==> config.mk <==
export PLATFORM = sky130hd
export DESIGN_NAME = fnd_scan_driver
export DESIGN_NICKNAME = d
export VERILOG_FILES = /design/src/rtl/fnd_pkg.sv /design/src/rtl/fnd_scan_prescaler.sv /design/src/rtl/fnd_scan_driver.sv
export SDC_FILE = /design/constraint.sdc
export NUM_CORES = 1
export LEC_CHECK = 0
export ABC_CLOCK_PERIOD_IN_PS = 2200
export CAP_MARGIN = 30
export CORE_UTILIZATION = 55
export CTS_CLUSTER_DIAMETER = 200
export DETAILED_ROUTE_END_ITERATION = 8
export HOLD_SLACK_MARGIN = 0.05
export PLACE_DENSITY_LB_ADDON = 0.15
export SLEW_MARGIN = 0
export SYNTH_ARGS = -nofsm -noshare
export SYNTH_HDL_FRONTEND = slang
export SYNTH_SLANG_ARGS = --single-unit
==> constraint.sdc <==
create_clock -name i_clk -period 2.2 [get_ports i_clk]
set_input_delay 0.22 -clock i_clk [delete_from_list [all_inputs] [get_ports i_clk]]
set_output_delay 0.22 -clock i_clk [all_outputs]
set_load 0.02 [all_outputs]
==> src/rtl/fnd_pkg.sv <==
// ============================================================================
// Module  : fnd_pkg
// Brief   : Shared code points and types for the FND display path.
// Rev     : 1.0  initial release
// ============================================================================
`default_nettype none

package fnd_pkg;

    typedef logic [3:0] fnd_code_t;

    localparam fnd_code_t FND_CODE_BLANK = 4'hF;
    localparam fnd_code_t FND_CODE_DP    = 4'hA;

endpackage : fnd_pkg

`default_nettype wire

==> src/rtl/fnd_scan_prescaler.sv <==
// ============================================================================
// Module  : fnd_scan_prescaler
// Brief   : Free-running 0..SCAN_DIV-1 divider with enable clear and tick.
// Rev     : 1.0  initial release
// ============================================================================
`default_nettype none

module fnd_scan_prescaler #(
    parameter int SCAN_DIV = 100000
) (
    input  logic i_clk,
    input  logic i_reset_n,
    input  logic i_en,
    output logic o_tick
);

    localparam int CNT_W = (SCAN_DIV > 1) ? $clog2(SCAN_DIV) : 1;
    localparam logic [CNT_W-1:0] CNT_LAST = CNT_W'(SCAN_DIV - 1);

    logic [CNT_W-1:0] count;

    always_ff @(posedge i_clk) begin
        if (!i_reset_n || !i_en) begin
            count <= '0;
        end else if (count == CNT_LAST) begin
            count <= '0;
        end else begin
            count <= count + 1'b1;
        end
    end

    assign o_tick = (count == CNT_LAST);

endmodule : fnd_scan_prescaler

`default_nettype wire

==> src/rtl/fnd_scan_driver.sv <==
// ============================================================================
// Module  : fnd_scan_driver
// Brief   : Common-anode FND scan driver with per-frame digit shadowing.
//           Optional leading-zero blanking when FND_LZB_EN is defined.
// Rev     : 1.0  initial release
// ============================================================================
`default_nettype none

module fnd_scan_driver
    import fnd_pkg::*;
#(
    parameter int DIGITS   = 4,
    parameter int SCAN_DIV = 100000
) (
    input  logic                  i_clk,
    input  logic                  i_reset_n,
    input  logic                  i_en,
    input  logic [4*DIGITS-1:0]   i_bcd,
    output logic [DIGITS-1:0]     o_fnd_com,
    output fnd_code_t             o_bcd_value,
    output logic                  o_frame_done
);

    localparam int IDX_W = (DIGITS > 1) ? $clog2(DIGITS) : 1;
    localparam logic [IDX_W-1:0] IDX_LAST = IDX_W'(DIGITS - 1);

    logic                tick;
    logic [IDX_W-1:0]    index;
    logic [4*DIGITS-1:0] shadow;
    fnd_code_t           digit_arr [DIGITS];
    fnd_code_t           code_sel;

    fnd_scan_prescaler #(
        .SCAN_DIV (SCAN_DIV)
    ) u_prescaler (
        .i_clk     (i_clk),
        .i_reset_n (i_reset_n),
        .i_en      (i_en),
        .o_tick    (tick)
    );

    generate
        for (genvar k = 0; k < DIGITS; k++) begin : g_digit
            assign digit_arr[k] = shadow[4*k +: 4];
        end
    endgenerate

`ifdef FND_LZB_EN
    // zero_above[k]: shadow digits k..DIGITS-1 are all zero
    logic [DIGITS-1:0] zero_above;

    always_comb begin
        zero_above             = '0;
        zero_above[DIGITS-1]   = (digit_arr[DIGITS-1] == 4'h0);
        for (int k = DIGITS - 2; k >= 0; k--) begin
            zero_above[k] = zero_above[k+1] && (digit_arr[k] == 4'h0);
        end
    end

    always_comb begin
        code_sel = digit_arr[index];
        if ((index != '0) && zero_above[index]) begin
            code_sel = FND_CODE_BLANK;
        end
    end
`else
    always_comb begin
        code_sel = digit_arr[index];
    end
`endif

    // Outputs follow the index register one edge later, so commons and code
    // always move together and the shadow swap lands exactly on digit 0.
    always_ff @(posedge i_clk) begin
        if (!i_reset_n) begin
            index        <= '0;
            shadow       <= '0;
            o_fnd_com    <= '1;
            o_bcd_value  <= FND_CODE_BLANK;
            o_frame_done <= 1'b0;
        end else if (!i_en) begin
            index        <= '0;
            shadow       <= i_bcd;
            o_fnd_com    <= '1;
            o_bcd_value  <= FND_CODE_BLANK;
            o_frame_done <= 1'b0;
        end else begin
            o_fnd_com    <= ~(DIGITS'(1) << index);
            o_bcd_value  <= code_sel;
            o_frame_done <= 1'b0;
            if (tick) begin
                if (index == IDX_LAST) begin
                    index        <= '0;
                    shadow       <= i_bcd;
                    o_frame_done <= 1'b1;
                end else begin
                    index <= index + 1'b1;
                end
            end
        end
    end

endmodule : fnd_scan_driver

`default_nettype wire

==> results.txt, run 1 <==
CTS Buffer Depth - 2
Die Area - 0.004249 sq mm
Setup CP Type - flop to flop
Largest net degree at the start of global routing - 49
Synth Warn # - 0
Die width - 65.19 um
Clk_lat worst skew - 300 ps
Crit path time final - 1863 ps
Hold_buf cts - 0
Reg2Reg Launch Point - u_prescaler.count[0]$_SDFF_PP0_
Initial DRC Count - 100
Clock Skew - 9.471 ps
H-Tree Depth - 2
Mapped Avg Cell Area - 9.265 sq um
PwrDens - 650.2 mW/mm^2
WP data required - 2360 ps
PortBufs - 27
Hold slack - 472.7 ps
CTS tree - built
Relative slew slack - 0.5759
Die height - 65.19 um
Fin util - 0.6818
RSZ-0062 raised after global routing - false
Worst Tran Pin Value - 634.7 ps
First drt pass iteration count - 4
Clk root buf - clkbuf_8
DRT antenna net count - 0
Synth Register Bits - 44
DP HPWL - 2908 um
Status - completed
Antenna Cells - 0
Routed vias - 1831
Rows - 22
Num CTS Buffers - 5
Gr ovfl total - 0
Area leader, netlist - dfxtp_1
IO Pins - 28
Final setup fails - 0
Nets - 280
Pleak - 0.8084 nW
Hold Fails Final Rpt - 0
Vias per cell - 6.003
CP startpoint - u_prescaler.count[0]$_SDFF_PP0_
Max-Cap Viols - 0
Fin. max-slew vios - 0
CP startpoint kind - flop
Clock Sinks - 44
Top cells by area, synth - dfxtp_1, nand4_1, nor3b_1, nand3_1, o211ai_1
First-pass GRT wire length - 7583 um
Total wire length - 4535 um
Initial antenna violation count - 0
Post-Route Setup TNS - 0 ps
Critical Path AT - 2030 ps
Post-Syn Instances - 237
Sequential area share after synthesis - 0.4011
P&R area growth vs syn - 16.24%
CTS clk-pin slew, worst paths - 80 ps
Setup bufs post-CTS - 0
Crit share post-route - 0.8470
Top-area cell type share of the netlist area - 0.4011
Peak Freq - 536.6 MHz
Starting Density - 0.5866
Cell Area, Synth - 0.002196 sq mm
CP endpoint kind - flop
Routed len/inst - 14.87 um
Syn_nets - 261
GRT Overall Usage - 0.2326
CP max FO - 16
Final GP Congestion - 0.8220
Vias in the first global route - 1569
VDD IR max - 0.4394 mV
# resized after CTS - 0
HP Class - flop to flop
Share of layout cells above drive strength 1 - 0.07782
Placeable Area - 0.003744 sq mm
Hold path startpoint - u_prescaler.count[0]$_SDFF_PP0_
Residual DRC - 0
Synth cell types - 36
## per-layer routing
metal | track usage | wire length [um] | vias up
met5 | 0 | 0 | -
met3 | 0.06250 | 160 | 4
met1 | 0.3481 | 2407 | 854
met2 | 0.3235 | 1924 | 45
li1 | - | - | 928
met4 | 0.06250 | 42 | 0
## area by class of cell
| class | count | area [sq um] |
|---|---|---|
| clock inverters | 2 | 38.79 |
| multi-input cells | 169 | 1164 |
| inverters | 3 | 11.26 |
| well taps | 48 | 60.06 |
| fillers | 322 | 1191 |
| flip-flops and latches | 44 | 880.8 |
| clock buffers | 6 | 82.58 |
| repair buffers | 33 | 315.3 |
## cell usage in the layout (no fill, tap or decap), types with 2 or more instances in the layout
| cell type | instances |
|---|---|
| dfxtp_1 | 44 |
| clkdlybuf4s50_1 | 27 |
| nand3_1 | 23 |
| nand4_1 | 20 |
| nor2_1 | 19 |
| nor3b_1 | 16 |
| a31oi_1 | 16 |
| o211ai_1 | 15 |
| nand2_1 | 10 |
| xnor2_1 | 7 |
| xor2_1 | 6 |
| clkbuf_8 | 6 |
| buf_4 | 6 |
| ha_1 | 5 |
| mux4_2 | 4 |
| nand2b_1 | 4 |
| inv_1 | 3 |
| nor4bb_1 | 3 |
| and4_1 | 3 |
| nor3_1 | 3 |
| mux2i_1 | 2 |
| a21oi_1 | 2 |
## sequential cells by signal, indices dropped and copies added, names as in the netlist
signal,count
shadow,16
o_bcd_value,4
u_prescaler.count,17
index,2
o_fnd_com,4
o_frame_done,1
## worst max-delay path: stages, from the launching register on
cell	delay [ps]
dfxtp_1	380
ha_1	240
and4_1	360
nand4b_1	180
nand2_1	460
nor2_1	110
## worst paths after layout
kind | endpoint | slack, ps | depth (start not counted)
worst min-delay path | u_prescaler.count[0]$_SDFF_PP0_ | 470 | 1
worst min register to register | u_prescaler.count[0]$_SDFF_PP0_ | 470 | 1
worst max-delay path | u_prescaler.count[14]$_SDFF_PP0_ | 340 | 5
worst max register to register | u_prescaler.count[14]$_SDFF_PP0_ | 340 | 5
## cells by family (layout without fill, tap and decap cells)
family / count (synthesis) / count (layout) / share of synthesized area
AOI/OAI and AO/OA: 36 / 36 / 0.1134
xor gates and xnor gates: 13 / 13 / 0.05185
adders and majority gates: 5 / 5 / 0.02849
buffers and inverters: 24 / 44 / 0.06895
DFF: 44 / 44 / 0.4011
muxes: 6 / 6 / 0.05014
and+or+nand+nor: 109 / 109 / 0.2861
## Yosys cell counts
library cell	instances
nor4_1	1
nand4_1	20
nand2_1	10
nand3_1	23
clkbuf_1	11
or3b_2	1
buf_6	1
a21oi_1	2
xor2_1	6
and4b_1	1
or4b_1	1
and3_1	1
buf_4	4
and4_1	3
nor3_1	3
mux2i_1	2
o41ai_1	1
buf_12	2
nand2b_1	4
and2_1	1
o21ai_0	1
ha_1	5
o211ai_1	15
buf_2	2
nor3b_1	16
nor4bb_1	3
nand4b_1	1
dfxtp_1	44
or3_1	1
xnor2_1	7
clkbuf_4	1
mux4_2	4
o211ai_2	1
nor2_1	19
a31oi_1	16
inv_1	3
## power breakdown
part | leakage, nW | switching (W) | internal, W
combinational | 0.387 | 0.0000730 | 0.0000841
sequential | 0.360 | 0.0000230 | 0.000831
clock | 0.0614 | 0.000277 | 0.000371
total | 0.808 | 0.000373 | 0.00129
## metrics by stage
step                      setup slack [ps]  cells  instance area [sq um]  power (W)
after CTS                            317.8    305                   2552   0.001666
after global routing                 191.0    305                   2552   0.001721
after global placement               439.3    297                   2431   0.001025
final                                336.5    305                   2552   0.001660
after detailed placement             350.0    297                   2431   0.001029
after floorplan                      521.5    237                   2196  0.0009582
(Power assumes the default switching activity.)
==> run 2: changes to the inputs <==
--- a/config.mk
+++ b/config.mk
@@ -5,9 +5,9 @@
 export SDC_FILE = /design/constraint.sdc
 export NUM_CORES = 1
 export LEC_CHECK = 0
-export ABC_CLOCK_PERIOD_IN_PS = 2200
+export ABC_CLOCK_PERIOD_IN_PS = 1550
 export CAP_MARGIN = 30
-export CORE_UTILIZATION = 55
+export CORE_UTILIZATION = 49
 export CTS_CLUSTER_DIAMETER = 200
 export DETAILED_ROUTE_END_ITERATION = 8
 export HOLD_SLACK_MARGIN = 0.05
==> constraint.sdc (replaced) <==
create_clock -name i_clk -period 1.55 [get_ports i_clk]
set_input_delay 0.155 -clock i_clk [delete_from_list [all_inputs] [get_ports i_clk]]
set_output_delay 0.155 -clock i_clk [all_outputs]
set_load 0.02 [all_outputs]
==> run 2 against run 1 <==
  * The flow now finishes with violations (negative setup slack)
  * Highest routed layer unchanged
  * Cell area increased by 17%
  * Largest power group unchanged
  * Utilization is 4.1 points higher
  * Non-clock buffer count is 38 higher
  * Sequential cell count did not move
  * Fmax up 8.7%
==> results.txt, run 2 (synthesis results as in run 1) <==
First-pass GRT wire length - 8066 um (+6.4%)
Share of layout cells above drive strength 1 - 0.2603 (+0.1825)
CP max FO - 17 (+1)
Top reg by flops - u_prescaler.count
Worst Tran Pin Value - 526.0 ps (-108.6 ps)
Wire length on met2 - 2552 um (+33%)
Gr ovfl total - 0 (unchanged)
Crit path time final - 1714 ps (-149.8 ps)
CP startpoint kind - flop
CP endpoint kind - flop
Starting Density - 0.5299 (-0.05667)
Critical Path AT - 1910 ps (-120 ps)
Max reg flops - 17 (unchanged)
Total wire length - 5419 um (+19%)
FF-to-FF setup slack - -160 ps (-500 ps)
Routed vias - 2058 (+12%)
CTS Buffer Depth - 2 (unchanged)
Max-Cap Viols - 0 (unchanged)
Vias per cell - 6.018 (+0.24%)
Fin. max-slew vios - 0 (unchanged)
Die height - 68.94 um (+5.8%)
Top Layer Used - met4
Crit share post-route - 1.106 (+0.2586)
Routed len/inst - 15.85 um (+6.6%)
Peak Freq - 583.5 MHz (+8.7%)
Fin util - 0.7228 (+0.04101)
Pleak - 1.003 nW (+24%)
Most frequent cells in the layout - dfxtp_1, buf_4, clkdlybuf4s50_1
Hold path startpoint - i_bcd[14]
Largest regs - u_prescaler.count (17), shadow (16)
PortBufs - 27 (unchanged)
DRT antenna net count - 0 (unchanged)
H-Tree Depth - 2 (unchanged)
Die Area - 0.004753 sq mm (+12%)
CTS tree - built
RSZ-0062 raised after global routing - true
Clock Skew - 6.715 ps (-2.755 ps)
HP Class - primary input to flop
First drt pass iteration count - 4 (unchanged)
Largest net degree at the start of global routing - 35 (-29%)
Critical path cell sequence - or4b_1, and4b_2, buf_12, mux2i_1, nor2_1
Dpl ws - -166.2 ps (-516.2 ps)
Relative slew slack - 0.6489 (+0.07307)
Residual DRC - 0 (unchanged)
Final GP Congestion - 0.8136 (-1.0%)
Met3 WL - 319 um (+99%)
Reg2Reg Depth - 5 (unchanged)
Antenna Cells - 0 (unchanged)
VDD IR max - 0.4844 mV (+10%)
P&R area growth vs syn - 36.41%
Placeable Area - 0.004144 sq mm (+11%)
Hold_buf cts - 0 (unchanged)
Nets - 318 (+14%)
Num CTS Buffers - 5 (unchanged)
Clk root buf - clkbuf_8
GRT Overall Usage - 0.2317 (-0.0009400)
Most common cell after layout, fill and taps aside - dfxtp_1
Setup CP Type - flop to flop
Clock Sinks - 44 (unchanged)
Crit-path slowest cell - or4b_1
Die width - 68.94 um (+5.8%)
Final setup fails - 33 (+33)
Failing checks - negative setup slack
Initial DRC Count - 130 (+30%)
IO Pins - 28 (unchanged)
WP data required - 1740 ps (-620 ps)
CTS clk-pin slew, worst paths - 80 ps (about the same)
Rows - 23 (+4.5%)
Cell Count, Final, Fillers Out - 342 (+12%)
Vias in the first global route - 1777 (+13%)
M1 WL - 2484 um (+3.2%)
Placed cells - 332 (+12%)
PwrDens - 712.5 mW/mm^2 (+9.6%)
DP HPWL - 3355 um (+15%)
Hold slack - 493.8 ps (+21.10 ps)
Hold path depth - 3 (+2)
Hold Path Sink - shadow[14]$_SDFFE_PN0P_
Reg2reg end - index[0]$_SDFFE_PN0P_
Clk_lat worst skew - 290 ps (about the same)
Reg2Reg Launch Point - u_prescaler.count[12]$_SDFF_PP0_
Initial antenna violation count - 0 (unchanged)
Setup slack after layout - -163.7 ps (-500.2 ps)
Status - finished with violations
CP max stage delay - 520 ps (+60 ps)
Hold Fails Final Rpt - 0 (unchanged)
-- run 2: cell count changes in the layout (fill, tap and decap cells not counted), sizes merged --
cell,before,now
bufinv,1,0
clkbuf,6,7
buf,6,42
clkinv,1,0
-- run 2: stage by stage --
| stage | setup TNS, ps | power (W) | area (sq um) |
|---|---|---|---|
| global route | -4606 | 0.002215 | 2995 |
| detailed placement | -1405 | 0.001482 | 2724 |
| floorplan | -130.6 | 0.001360 | 2206 |
| finish | -2170 | 0.002134 | 2995 |
| global placement | -885.4 | 0.001476 | 2724 |
| CTS | -1576 | 0.002115 | 2793 |
-- run 2: area by class of cell --
class	instances	area (sq um)
multi-input combinational	169	1272
fill	318	1149
clock buffer	5	68.82
sequential	44	883.3
timing repair buffer	71	696.9
tap	50	62.56
inverter	3	11.26
-- run 2: worst max path at each step --
stage	from	to	slack, ps	cells after the start
5_1_grt	u_prescaler.count[12]$_SDFF_PP0_	index[0]$_SDFFE_PN0P_	-240	5
2_1_floorplan	u_prescaler.count[12]$_SDFF_PP0_	index[0]$_SDFFE_PN0P_	-10	5
6_report	u_prescaler.count[12]$_SDFF_PP0_	index[0]$_SDFFE_PN0P_	-160	5
4_1_cts	u_prescaler.count[12]$_SDFF_PP0_	index[0]$_SDFFE_PN0P_	-170	5
3_3_place_gp	u_prescaler.count[12]$_SDFF_PP0_	index[1]$_SDFFE_PN0P_	-130	5
3_5_place_dp	u_prescaler.count[12]$_SDFF_PP0_	index[0]$_SDFFE_PN0P_	-170	5
-- run 2: critical path, delay by kind of cell, from the launching register on --
family / cells / cell delay (ps)
buffers and inverters: 1 / 160
DFF: 1 / 320
muxes: 1 / 200
and+or+nand+nor: 3 / 930
-- run 2: per-layer routing --
layer  up-vias  track usage
li1       1000            -
met1       984       0.3167
met2        65       0.3592
met3         9      0.03947
met4         0      0.09184
met5         -            0
-- run 2: power breakdown --
group | switching (W) | leakage, nW | total (W) | internal (W)
Sequential | 0.0000311 | 0.361 | 0.00121 | 0.00118
Clock | 0.000364 | 0.0359 | 0.000655 | 0.000291
Combinational | 0.000121 | 0.606 | 0.000268 | 0.000147
Total | 0.000517 | 1.00 | 0.00213 | 0.00162
-- run 2: what timing repair did --
action | CTS | global route
pin swaps | 1 | 19
endpoints found under the hold margin | 0 | 0
cloned | 0 | 4
endpoints found under the setup margin | 18 | 35
resized for setup | 0 | 30
setup buffers | 0 | 1
